[src/rtl/decode_issue_unit.sv]
// decode_issue_unit: decodes MIPS-style R/I/J instruction words into
// execute_unit control fields, buffers them in a small FIFO and issues them
// over valid/ready. A decoded jump produces a one-cycle redirect to fetch.
// Optional feature macro: ILLEGAL_TRAP_EN (sticky trap on illegal words).
module decode_issue_unit #(
    parameter int QUEUE_DEPTH = 2,
    parameter int PC_W        = 32
) (
    input  logic            clk,
    input  logic            rst,
    input  logic            instr_valid,
    output logic            instr_ready,
    input  logic [31:0]     instr,
    input  logic [PC_W-1:0] instr_pc,
    output logic            issue_valid,
    input  logic            issue_ready,
    output logic [4:0]      operand_1,
    output logic [4:0]      operand_2,
    output logic [31:0]     gpr_destination_address,
    output logic [3:0]      alu_control,
    output logic            reg_write,
    output logic [15:0]     immediate_value,
    output logic            redirect_valid,
    output logic [PC_W-1:0] redirect_pc,
    output logic            illegal_trap
);
    localparam int PTR_W = (QUEUE_DEPTH > 1) ? $clog2(QUEUE_DEPTH) : 1;
    localparam int CNT_W = $clog2(QUEUE_DEPTH) + 1;
    localparam logic [CNT_W-1:0] DEPTH_C = CNT_W'(QUEUE_DEPTH);

    typedef struct packed {
        logic [3:0]  alu;
        logic [4:0]  op1;
        logic [4:0]  op2;
        logic [31:0] dst;
        logic [15:0] imm;
        logic        rw;
    } uop_t;

    typedef enum logic [1:0] {ST_RUN = 2'd0, ST_FLUSH = 2'd1, ST_TRAP = 2'd2} state_t;

    state_t            state;
    uop_t              mem [QUEUE_DEPTH];
    logic [PTR_W-1:0]  rd_ptr, wr_ptr;
    logic [CNT_W-1:0]  count;
    logic [PC_W-1:0]   redirect_pc_p1;

    uop_t  dec_p0;
    logic  is_add, is_sub, is_addi, is_jump, is_nop, legal, illegal;
    logic  accept, push, pop;

    // Decode the presented word into a uop and classify it
    always_comb begin
        is_add  = (instr[31:26] == 6'b000000) && (instr[5:0] == 6'b100000);
        is_sub  = (instr[31:26] == 6'b000000) && (instr[5:0] == 6'b100010);
        is_addi = (instr[31:26] == 6'b001000);
        is_jump = (instr[31:26] == 6'b000010);
        is_nop  = (instr == 32'h0);
        legal   = is_add || is_sub || is_addi || is_jump;
        illegal = !legal && !is_nop;
        dec_p0     = '0;
        dec_p0.op1 = instr[25:21];
        if (is_add || is_sub) begin
            dec_p0.alu = is_add ? 4'b0001 : 4'b0010;
            dec_p0.op2 = instr[20:16];
            dec_p0.dst = {27'b0, instr[15:11]};
            dec_p0.rw  = 1'b1;
        end else if (is_addi) begin
            dec_p0.alu = 4'b0011;
            dec_p0.dst = {27'b0, instr[20:16]};
            dec_p0.imm = instr[15:0];
            dec_p0.rw  = 1'b1;
        end else if (is_jump) begin
            dec_p0.alu = 4'b0100;
            dec_p0.dst = {6'b0, instr[25:0]};
        end
    end

    // Handshake: no bypass, a full queue refuses input even while draining
    assign instr_ready = !rst && (count < DEPTH_C) && (state == ST_RUN);
    assign accept      = instr_valid && instr_ready;
    assign push        = accept && legal;
    assign issue_valid = (count != '0);
    assign pop         = issue_valid && issue_ready;

    // Control FSM: RUN, one-cycle FLUSH after a jump, optional sticky TRAP
    always_ff @(posedge clk) begin
        if (rst) begin
            state          <= ST_RUN;
            redirect_valid <= 1'b0;
        end else begin
            case (state)
                ST_RUN: begin
                    if (accept && is_jump) begin
                        state          <= ST_FLUSH;
                        redirect_valid <= 1'b1;
                    end
`ifdef ILLEGAL_TRAP_EN
                    else if (accept && illegal) begin
                        state <= ST_TRAP;
                    end
`endif
                end
                ST_FLUSH: begin
                    state          <= ST_RUN;
                    redirect_valid <= 1'b0;
                end
                default: state <= state;
            endcase
        end
    end

`ifdef ILLEGAL_TRAP_EN
    logic trap_p1;
    logic unused_ok;
    assign unused_ok = ^{instr_pc[27:0]};

    // Sticky trap flag, cleared only by reset
    always_ff @(posedge clk) begin
        if (rst)
            trap_p1 <= 1'b0;
        else if (state == ST_RUN && accept && illegal)
            trap_p1 <= 1'b1;
    end
    assign illegal_trap = trap_p1;
`else
    logic unused_ok;
    assign unused_ok    = ^{instr_pc[27:0], illegal};
    assign illegal_trap = 1'b0;
`endif

    // Jump target capture; only visible while redirect_valid is high
    always_ff @(posedge clk) begin
        if (accept && is_jump)
            redirect_pc_p1 <= {instr_pc[PC_W-1:28], instr[25:0], 2'b00};
    end
    assign redirect_pc = redirect_valid ? redirect_pc_p1 : '0;

    // FIFO control: pointers wrap naturally for power-of-two depth
    always_ff @(posedge clk) begin
        if (rst) begin
            rd_ptr <= '0;
            wr_ptr <= '0;
            count  <= '0;
        end else begin
            if (push) wr_ptr <= wr_ptr + PTR_W'(1);
            if (pop)  rd_ptr <= rd_ptr + PTR_W'(1);
            case ({push, pop})
                2'b10:   count <= count + CNT_W'(1);
                2'b01:   count <= count - CNT_W'(1);
                default: count <= count;
            endcase
        end
    end

    // FIFO storage
    always_ff @(posedge clk) begin
        if (push)
            mem[wr_ptr] <= dec_p0;
    end

    // Issue fields read zero whenever nothing is being offered
    always_comb begin
        uop_t head;
        head = issue_valid ? mem[rd_ptr] : '0;
        alu_control             = head.alu;
        operand_1               = head.op1;
        operand_2               = head.op2;
        gpr_destination_address = head.dst;
        immediate_value         = head.imm;
        reg_write               = head.rw;
    end
endmodule
[config.mk]
export PLATFORM = sky130hd
export DESIGN_NAME = decode_issue_unit
export DESIGN_NICKNAME = d
export VERILOG_FILES = /design/src/rtl/decode_issue_unit.sv
export SDC_FILE = /design/constraint.sdc
export NUM_CORES = 1
export LEC_CHECK = 0
export CORE_MARGIN = 2
export CORE_UTILIZATION = 44
export DETAILED_ROUTE_END_ITERATION = 16
export GPL_TIMING_DRIVEN = 0
export PLACE_DENSITY = 0.84
export SLEW_MARGIN = 30
export SYNTH_ARGS = -nofsm -noshare
export SYNTH_HDL_FRONTEND = slang
export SYNTH_SLANG_ARGS = --single-unit
[constraint.sdc]
create_clock -name clk -period 5.1 [get_ports clk]
set_input_delay 1.02 -clock clk [delete_from_list [all_inputs] [get_ports clk]]
set_output_delay 1.02 -clock clk [all_outputs]
set_load 0.02 [all_outputs]
## Yosys cells after proc, flatten, opt, wreduce, memory -nomap -nowiden

Memories as Yosys holds them, arrays and structs flattened. A register that Yosys moved wholly into a read port is not among the register bits.
Cells that the tools add are included.

- Multiplexer cells: 22
- Add/subtract/negate cells: 4
- Equality and inequality tests: 8
- Reduce and logical (&&, ||, !) cells: 18
- Order comparisons: 1

Operators by type and width:

| operator | number |
|---|---|
| 32-bit 2-to-1 mux | 2 |
| 63-bit 2-to-1 mux | 1 |
| 26-bit 2-to-1 mux | 2 |
| 17-bit 2-to-1 mux | 1 |
| 16-bit 2-to-1 mux | 1 |
| 6-bit == test (second input constant) | 2 |
| 1-bit logical AND | 8 |
| 4-bit 2-to-1 mux | 2 |
| 2-bit case mux with 2 select lines | 2 |
| 6-bit by 2-bit == test with 1-bit output (second input constant) | 1 |
| 6-bit by 4-bit == test with 1-bit output (second input constant) | 1 |
| 6-bit logical NOT | 1 |
| 1-bit 2-to-1 mux | 6 |
| 2-bit nonzero test | 3 |
| 5-bit 2-to-1 mux | 1 |
| 2-bit by 1-bit == test with 1-bit output (second input constant) | 2 |
| 2-bit 2-to-1 mux | 2 |
| 1-bit logical OR | 3 |
| 3-bit 2-to-1 mux | 1 |
| 1-bit adder (second input constant) | 2 |
| 2-bit by 1-bit adder with 2-bit output (second input constant) | 1 |
| 2-bit == test (second input constant) | 1 |
| 2-bit logical NOT | 1 |
| 2-bit less-than comparator (second input constant) | 1 |
| 5 further kinds | 5 |

- Output and inout bits: 99
- Bits of input ports: 68
- RAM bits: 126
- Bits in registers: 37
- Memories kept: 1

Memory list:

| name | depth | bits a word | rd ports | clocked after Yosys merged registers in | write ports | RTL line | source |
|---|---|---|---|---|---|---|---|
| mem | 2 | 63 | 1 | 1 | 1 | 43 | `uop_t mem [QUEUE_DEPTH];` |

## Longest topological paths before layout

Gate-level depths: netlist of run 1.

- Depth after elaboration: 8
- Depth in mapped cells: 7
- Gate-level depth less buffers: 7

## Worst setup path before layout of run 1

No wires, ideal clock.

- Kind: input to register
- Start: in instr[26]
- End: mem mem[0][0] in the netlist's numbering (enable)
- Arrival time: 4.433 ns
- Required time: 4.630 ns
- Slack: 0.197 ns
- Cell stages on the path: 3
- Library setup time: 0.470 ns
- Cells stage by stage: or4_4 -> a2111o_1 -> nor2_1

- Cells in the longest elaborated chain, start to end: 8

RTL lines:

| item | RTL line | source |
|---|---|---|
| start, declared | 13 | `input logic [31:0] instr,` |
| 6-bit logical NOT | 54, 55 |  |
| 1-bit logical AND, on equally long branches | 54, 55 |  |
| 1-bit logical OR (2 in a row) | 59 | `legal = is_add \|\| is_sub \|\| is_addi \|\| is_jump;` |
| 1-bit logical OR * | 59 |  |
| 1-bit logical AND * | 82 | `assign push = accept && legal;` |
| 1-bit 2-to-1 mux * | 158 | `if (push)` |
| 1-bit 2-to-1 mux (not written as such) * | 159 | `mem[wr_ptr] <= dec_p0;` |
| end, declared | 43 |  |

Mark *: on every way between the ends. The rest lies on a longest branch, timed or not.

==> summary.txt, run 1 <==
Critical path
  – Worst-path fanout max: 10
  – CP Data Arrival Time: around 2.7 ns
  – Worst setup EP type: output pin
  – CP Launch Type: register
  – WP data required: 4.08 ns
  – Critical path class: register to output pin

STA
  – # setup viols final: 0
  – FMAX: about 0.27 GHz
  – Slew headroom: 0.522
  – Actual slew at the worst max-slew pin: 0.718 ns
  – Final hold vios: 0
  – Crit share post-route: 0.730
  – RSZ-0062 raised after global routing: no
  – Final Critical Period: around 3.7 ns
  – Final worst slack: around 1.4 ns
  – Final Hold Slack: ~0.53 ns
  – Final-report max-slew violation count: 0
  – Clock skew: between 0.008 and 0.009 ns

Routing
  – DR WL/cell: 17.7 um
  – WL met1: 5500 um
  – Vias per cell: about 5.0
  – Routed wl met2: 6920 um
  – Final WL: between 10000 and 15000 um
  – Vias: between 3000 and 4000
  – Initial DRC Count: between 200 and 250
  – Top layer in use: met4
  – Drt pass-1 iters: 4
  – DRC viols: 0
  – Routed wl met3: between 800 and 900 um
  – Routed Antenna Nets: 0

Min path
  – Hold Path Class: register to register

Finish
  – Most frequent cells in the layout: edfxtp_1, clkdlybuf4s50_1, and2_1, nor2_1, mux2i_1
  – Final net count: 640
  – # fillers: 1019
  – ANT cells: 0
  – Share of layout cells above drive strength 1: 0.105
  – Post-route cell area: 8430 sq um
  – P&R area growth vs syn: 37.9%
  – Most common cell after layout, fill and taps aside: edfxtp_1

Pwr
  – Worst vdd ir: 194 uV
  – Leak: 0.00278 uW
  – Power Dens Cells: 320 nW/um^2

Logic synthesis
  – Top_reg_cell synth: edfxtp_1
  – Syn Inst Count: 408
  – Post-synthesis cell type count: 32
  – Post-synth top area share: 0.698
  – Mapped cell area: around 6100 sq um
  – Sequential area share after synthesis: 0.717
  – Cell taking the most area after synthesis: edfxtp_1
  – Top cells by area, synth: edfxtp_1, mux2i_1, and2_1
  – EDFF count, synth: roughly 140
  – Async SR Flop Fraction: 0
  – Yosys reg bits: around 150
  – Synth warnings: 0
  – Mean post-synth cell area: roughly 15 sq um

Clocking
  – H-tree depth: 4
  – CTS resizes: 0
  – Clock latency at the later pin of the worst-skew pair: between 0.4 and 0.5 ns
  – CTS root buf: clkbuf_16
  – Post-CTS setup buffers: 0
  – Max clock buf depth: 2
  – CTS buffer count: 17
  – CTS Hold Bufs: 0
  – Clk pin slew, worst setup/hold paths: about 0.060 ns
  – CTS tree: yes
  – Sink Count: 148

Floorplanning
  – Die span in y: 122 um
  – Die W: 122 um
  – Die Area: 14800 sq um
  – IO Count: between 150 and 200
  – Core Region: 13700 sq um
  – FP Rows: 43
  – Initial cell density of the core: 0.446

GRT
  – Vias in the first global route: between 3000 and 4000
  – GRT Resource Usage Total: 0.186
  – First-pass GRT wire length: 20100 um
  – Gr ovfl total: 0
  – Largest net degree at the start of global routing: 22
  – Initial antenna violation count: 0

Placement
  – RePlAce Congestion: ~0.76
  – Post-Place Worst Slack: ~1.5 ns
  – Detailed placement HPWL: 9530 um
  – Area after DPL: slightly below 8000 sq um
  – # port buffers: ~130

Job
  – Max-cap check violation count: 0

Run status
  – Status: finished clean
## worst paths after layout
kind                  start                   to  slack (ns)  depth (start not counted)
min reg2reg        count[1]             count[1]        0.53                          2
max reg2reg  redirect_valid           mem[1][31]        2.72                          6
max                register  immediate_value[14]        1.38                          5
min                count[1]             count[1]        0.53                          2
## critical path, cell delays in order, from the launching register on
cell	delay, ns
dfxtp_1	0.35
clkbuf_1	0.54
buf_2	0.43
mux2i_1	0.12
nor2_1	0.20
clkdlybuf4s50_1	0.64
## kinds of logic (layout without fill, tap and decap cells)
| group | after synthesis | count (layout) | share of synthesized area |
|---|---|---|---|
| other | 1 | 10 | 0.000614 |
| AND/OR/NAND/NOR | 148 | 148 | 0.131 |
| adder cells (fa/ha/maj) | 1 | 1 | 0.00205 |
| AO/OA/AOI/OAI | 16 | 16 | 0.0205 |
| buffers and inverters | 34 | 198 | 0.0305 |
| flip-flops | 148 | 148 | 0.717 |
| multiplexers | 57 | 57 | 0.0933 |
| XOR/XNOR | 3 | 3 | 0.00430 |
## synth_stat cells (2+ instances only)
master    count
clkbuf_2      2
inv_1         3
buf_2         6
clkbuf_1     11
a22o_1        5
buf_4        11
nand2_1       2
nor2_1       62
and3_1        2
mux2i_1      57
a21o_1        7
dfxtp_1       6
xnor2_1       2
edfxtp_1    142
and2_1       73
## area by class of cell
class | instances | area [sq um] | area share
buffer | 31 | 175 | 0.0208
clock buffer | 18 | 429 | 0.0509
clock inverter | 11 | 163 | 0.0193
inverter | 3 | 11.3 | 0.00134
multi-input combinational | 235 | 1590 | 0.189
sequential | 148 | 4380 | 0.520
tap | 180 | 225 | 0.0267
timing repair buffer | 135 | 1450 | 0.172
## metrics by stage
step | utilization | cells | setup TNS [ns] | total power (uW)
6_report | 0.614 | 761 | 0 | 2700
5_1_grt | 0.614 | 761 | 0 | 2770
4_1_cts | 0.614 | 761 | 0 | 2720
3_5_place_dp | 0.571 | 732 | 0 | 1470
2_1_floorplan | - | 417 | 0 | 1400
3_3_place_gp | 0.558 | 725 | -150.32 | 1470
## state kept, by name, summed over array words and instances, names as in the netlist, named ones only
signal	flops
wr_ptr	1
count	2
redirect_valid	1
redirect_pc_p1	30
mem	112
rd_ptr	1
## power breakdown
group / internal (uW) / total (uW) / switching [uW] / leakage, uW
Sequential: 1320 / 1330 / 1.61 / 0.00113
Combinational: 61.6 / 125 / 63.4 / 0.00137
Clock: 805 / 1250 / 443 / 0.000287
## metal layers
layer	track usage	vias to the layer above
li1	-	1772
met3	0.0487	18
met4	0.0812	0
met2	0.310	139
met5	0	-
met1	0.229	1840
No activity file was read; power rests on OpenSTA's default activity.
==> inputs of run 2 (changes only) <==
--- a/config.mk
+++ b/config.mk
@@ -6,10 +6,10 @@
 export NUM_CORES = 1
 export LEC_CHECK = 0
 export CORE_MARGIN = 2
-export CORE_UTILIZATION = 44
+export CORE_UTILIZATION = 48
 export DETAILED_ROUTE_END_ITERATION = 16
 export GPL_TIMING_DRIVEN = 0
-export PLACE_DENSITY = 0.84
+export PLACE_DENSITY = 0.87
 export SLEW_MARGIN = 30
 export SYNTH_ARGS = -nofsm -noshare
 export SYNTH_HDL_FRONTEND = slang
==> constraint.sdc (replaced) <==
create_clock -name clk -period 3.7 [get_ports clk]
set_input_delay 0.74 -clock clk [delete_from_list [all_inputs] [get_ports clk]]
set_output_delay 0.74 -clock clk [all_outputs]
set_load 0.02 [all_outputs]
==> run 2 against run 1 <==
  * Core utilization increased by 5.6 points
  * Total power rose by 41%
  * Sequential share of layout area increased by 0.23 points
  * Combinational power rose by 38%
  * First-iteration DRC count up 53%
  * Global-route usage rose by 3.2 points
  * Die area is 8.1% lower
  * Largest power group unchanged
==> summary.txt, run 2 (synthesis gave the netlist of run 1 again) <==
Floorplanning
  – Core Region: between 10000 and 15000 sq um
  – Die W: about 120 um
  – Initial cell density of the core: 0.488
  – IO Count: about 170
  – FP Rows: roughly 40
  – Die Area: about 14000 sq um
  – Die span in y: about 120 um

Clocking
  – CTS buffer count: 17
  – CTS Hold Bufs: 0
  – Clk pin slew, worst setup/hold paths: approximately 0.060 ns
  – CTS tree: yes
  – H-tree depth: 4
  – Clock latency at the later pin of the worst-skew pair: approximately 0.42 ns
  – Sink Count: between 100 and 150
  – CTS resizes: 0
  – Post-CTS setup buffers: 0
  – Max clock buf depth: 2
  – CTS root buf: clkbuf_16

Finish
  – Final net count: 638
  – ANT cells: 0
  – Most flop-heavy register: mem
  – P&R area growth vs syn: 37.3%
  – Share of layout cells above drive strength 1: 0.107
  – Most common cell after layout, fill and taps aside: edfxtp_1
  – Max FFs per register: 112
  – Largest registers: mem (112), redirect_pc_p1 (30), count (2)
  – Finished Layout Cells: between 700 and 800
  – Most frequent cells in the layout: edfxtp_1, clkdlybuf4s50_1, and2_1, nor2_1, mux2i_1

Routing
  – Routed wl met3: 1060 um
  – WL met1: around 5700 um
  – DR WL/cell: roughly 19 um
  – Routed wl met2: between 7000 and 8000 um
  – Top layer in use: met4
  – DRC viols: 0
  – Vias: 3953
  – Vias per cell: between 5 and 6
  – Final WL: roughly 15000 um
  – Drt pass-1 iters: 5
  – Initial DRC Count: 338
  – Routed Antenna Nets: 0

Pwr
  – Reg power frac: 0.481
  – Switching Fraction: 0.192
  – Worst vdd ir: 284 uV
  – Clock power frac: 0.473
  – Internal Pwr Total: 3070 uW
  – Comb pwr share: 0.046
  – Final Total Pwr: 3800 uW
  – Leak: between 0.002 and 0.003 uW
  – Switch Pwr: about 730 uW
  – Power Dens Cells: between 400 and 500 nW/um^2

GRT
  – Initial antenna violation count: 0
  – GRT Resource Usage Total: 0.218
  – Largest net degree at the start of global routing: 24
  – Vias in the first global route: ~3900
  – Gr ovfl total: 0
  – First-pass GRT wire length: approximately 21000 um

Placement
  – # port buffers: 128
  – RePlAce Congestion: around 0.82
  – Placed Cells: just over 700
  – Detailed placement HPWL: just under 10000 um

STA
  – Final-report max-slew violation count: 0
  – Final Critical Period: 3.51 ns
  – FMAX: between 0.2 and 0.3 GHz
  – Clock skew: about 0.010 ns
  – RSZ-0062 raised after global routing: no
  – Actual slew at the worst max-slew pin: between 0.7 and 0.8 ns
  – Slew headroom: 0.482
  – Final Hold Slack: between 0.5 and 0.6 ns
  – Crit share post-route: 0.950
  – Final hold vios: 0
  – # setup viols final: 0

Min path
  – Hold Path Class: register to register
  – Hold path depth: 2

Run status
  – Status: finished clean

Critical path
  – CP Launch Type: register
  – Worst-path fanout max: 10
  – WP data required: 2.96 ns
  – Worst setup EP type: output pin
  – Reg2reg path depth: 5
  – Critical path class: register to output pin
  – CP Data Arrival Time: 2.77 ns

Job
  – Max-cap check violation count: 0
[run 2: cell count changes in the layout (fill, tap and decap cells not counted)]
cell / change
clkinv_4: -2
buf_16: -2
clkbuf_1: +2
clkinvlp_4: +1
clkinv_2: +2
clkinv_1: -2
clkbuf_8: +2
[run 2: layer usage]
layer	up-vias	track usage
met5	-	0
met4	0	0.128
met3	41	0.0469
met2	223	0.356
met1	1925	0.271
li1	1764	-
[run 2: final cells by class]
type | instances | area (sq um)
Clock inverter | 10 | 155
Buffer | 31 | 175
Multi-Input combinational cell | 235 | 1590
Sequential cell | 148 | 4380
Inverter | 3 | 11.3
Tap cell | 172 | 215
Fill cell | 846 | 4130
Clock buffer | 22 | 464
Timing Repair Buffer | 133 | 1390
[run 2: power by group through the flow]
stage          clock network, uW  registers, uW  logic [uW]
2_1_floorplan                  0           1860        69.0
3_3_place_gp                   0           1860         166
3_5_place_dp                   0           1860         171
4_1_cts                     1810           1830         173
5_1_grt                     1880           1830         182
6_report                    1800           1830         173
[run 2: path summary, 6_finish.rpt]
path,from,end,slack [ns]
worst max-delay path,register,gpr_destination_address[1],0.19
worst min-delay path,count[1],count[1],0.53
worst max register to register,redirect_valid,mem[0][11],1.27
worst min register to register,count[1],count[1],0.53
[run 2: critical path, cell delays in order, from the launching register on]
cell and delay, ns:
dfxtp_1 0.32, clkbuf_1 0.59, buf_2 0.46, mux2i_1 0.12, nor2_1 0.20, clkdlybuf4s50_1 0.65
[run 2: per-stage QoR]
stage / util / setup WS (ns) / TNS [ns] / instance area [sq um]
after floorplan: - / -0.923 / -103.37 / 6150
after global placement: 0.611 / -2.48 / -280.53 / 7640
after detailed placement: 0.621 / 0.267 / 0 / 7770
after CTS: 0.670 / 0.188 / 0 / 8390
after global routing: 0.670 / 0.117 / 0 / 8390
final: 0.670 / 0.186 / 0 / 8390
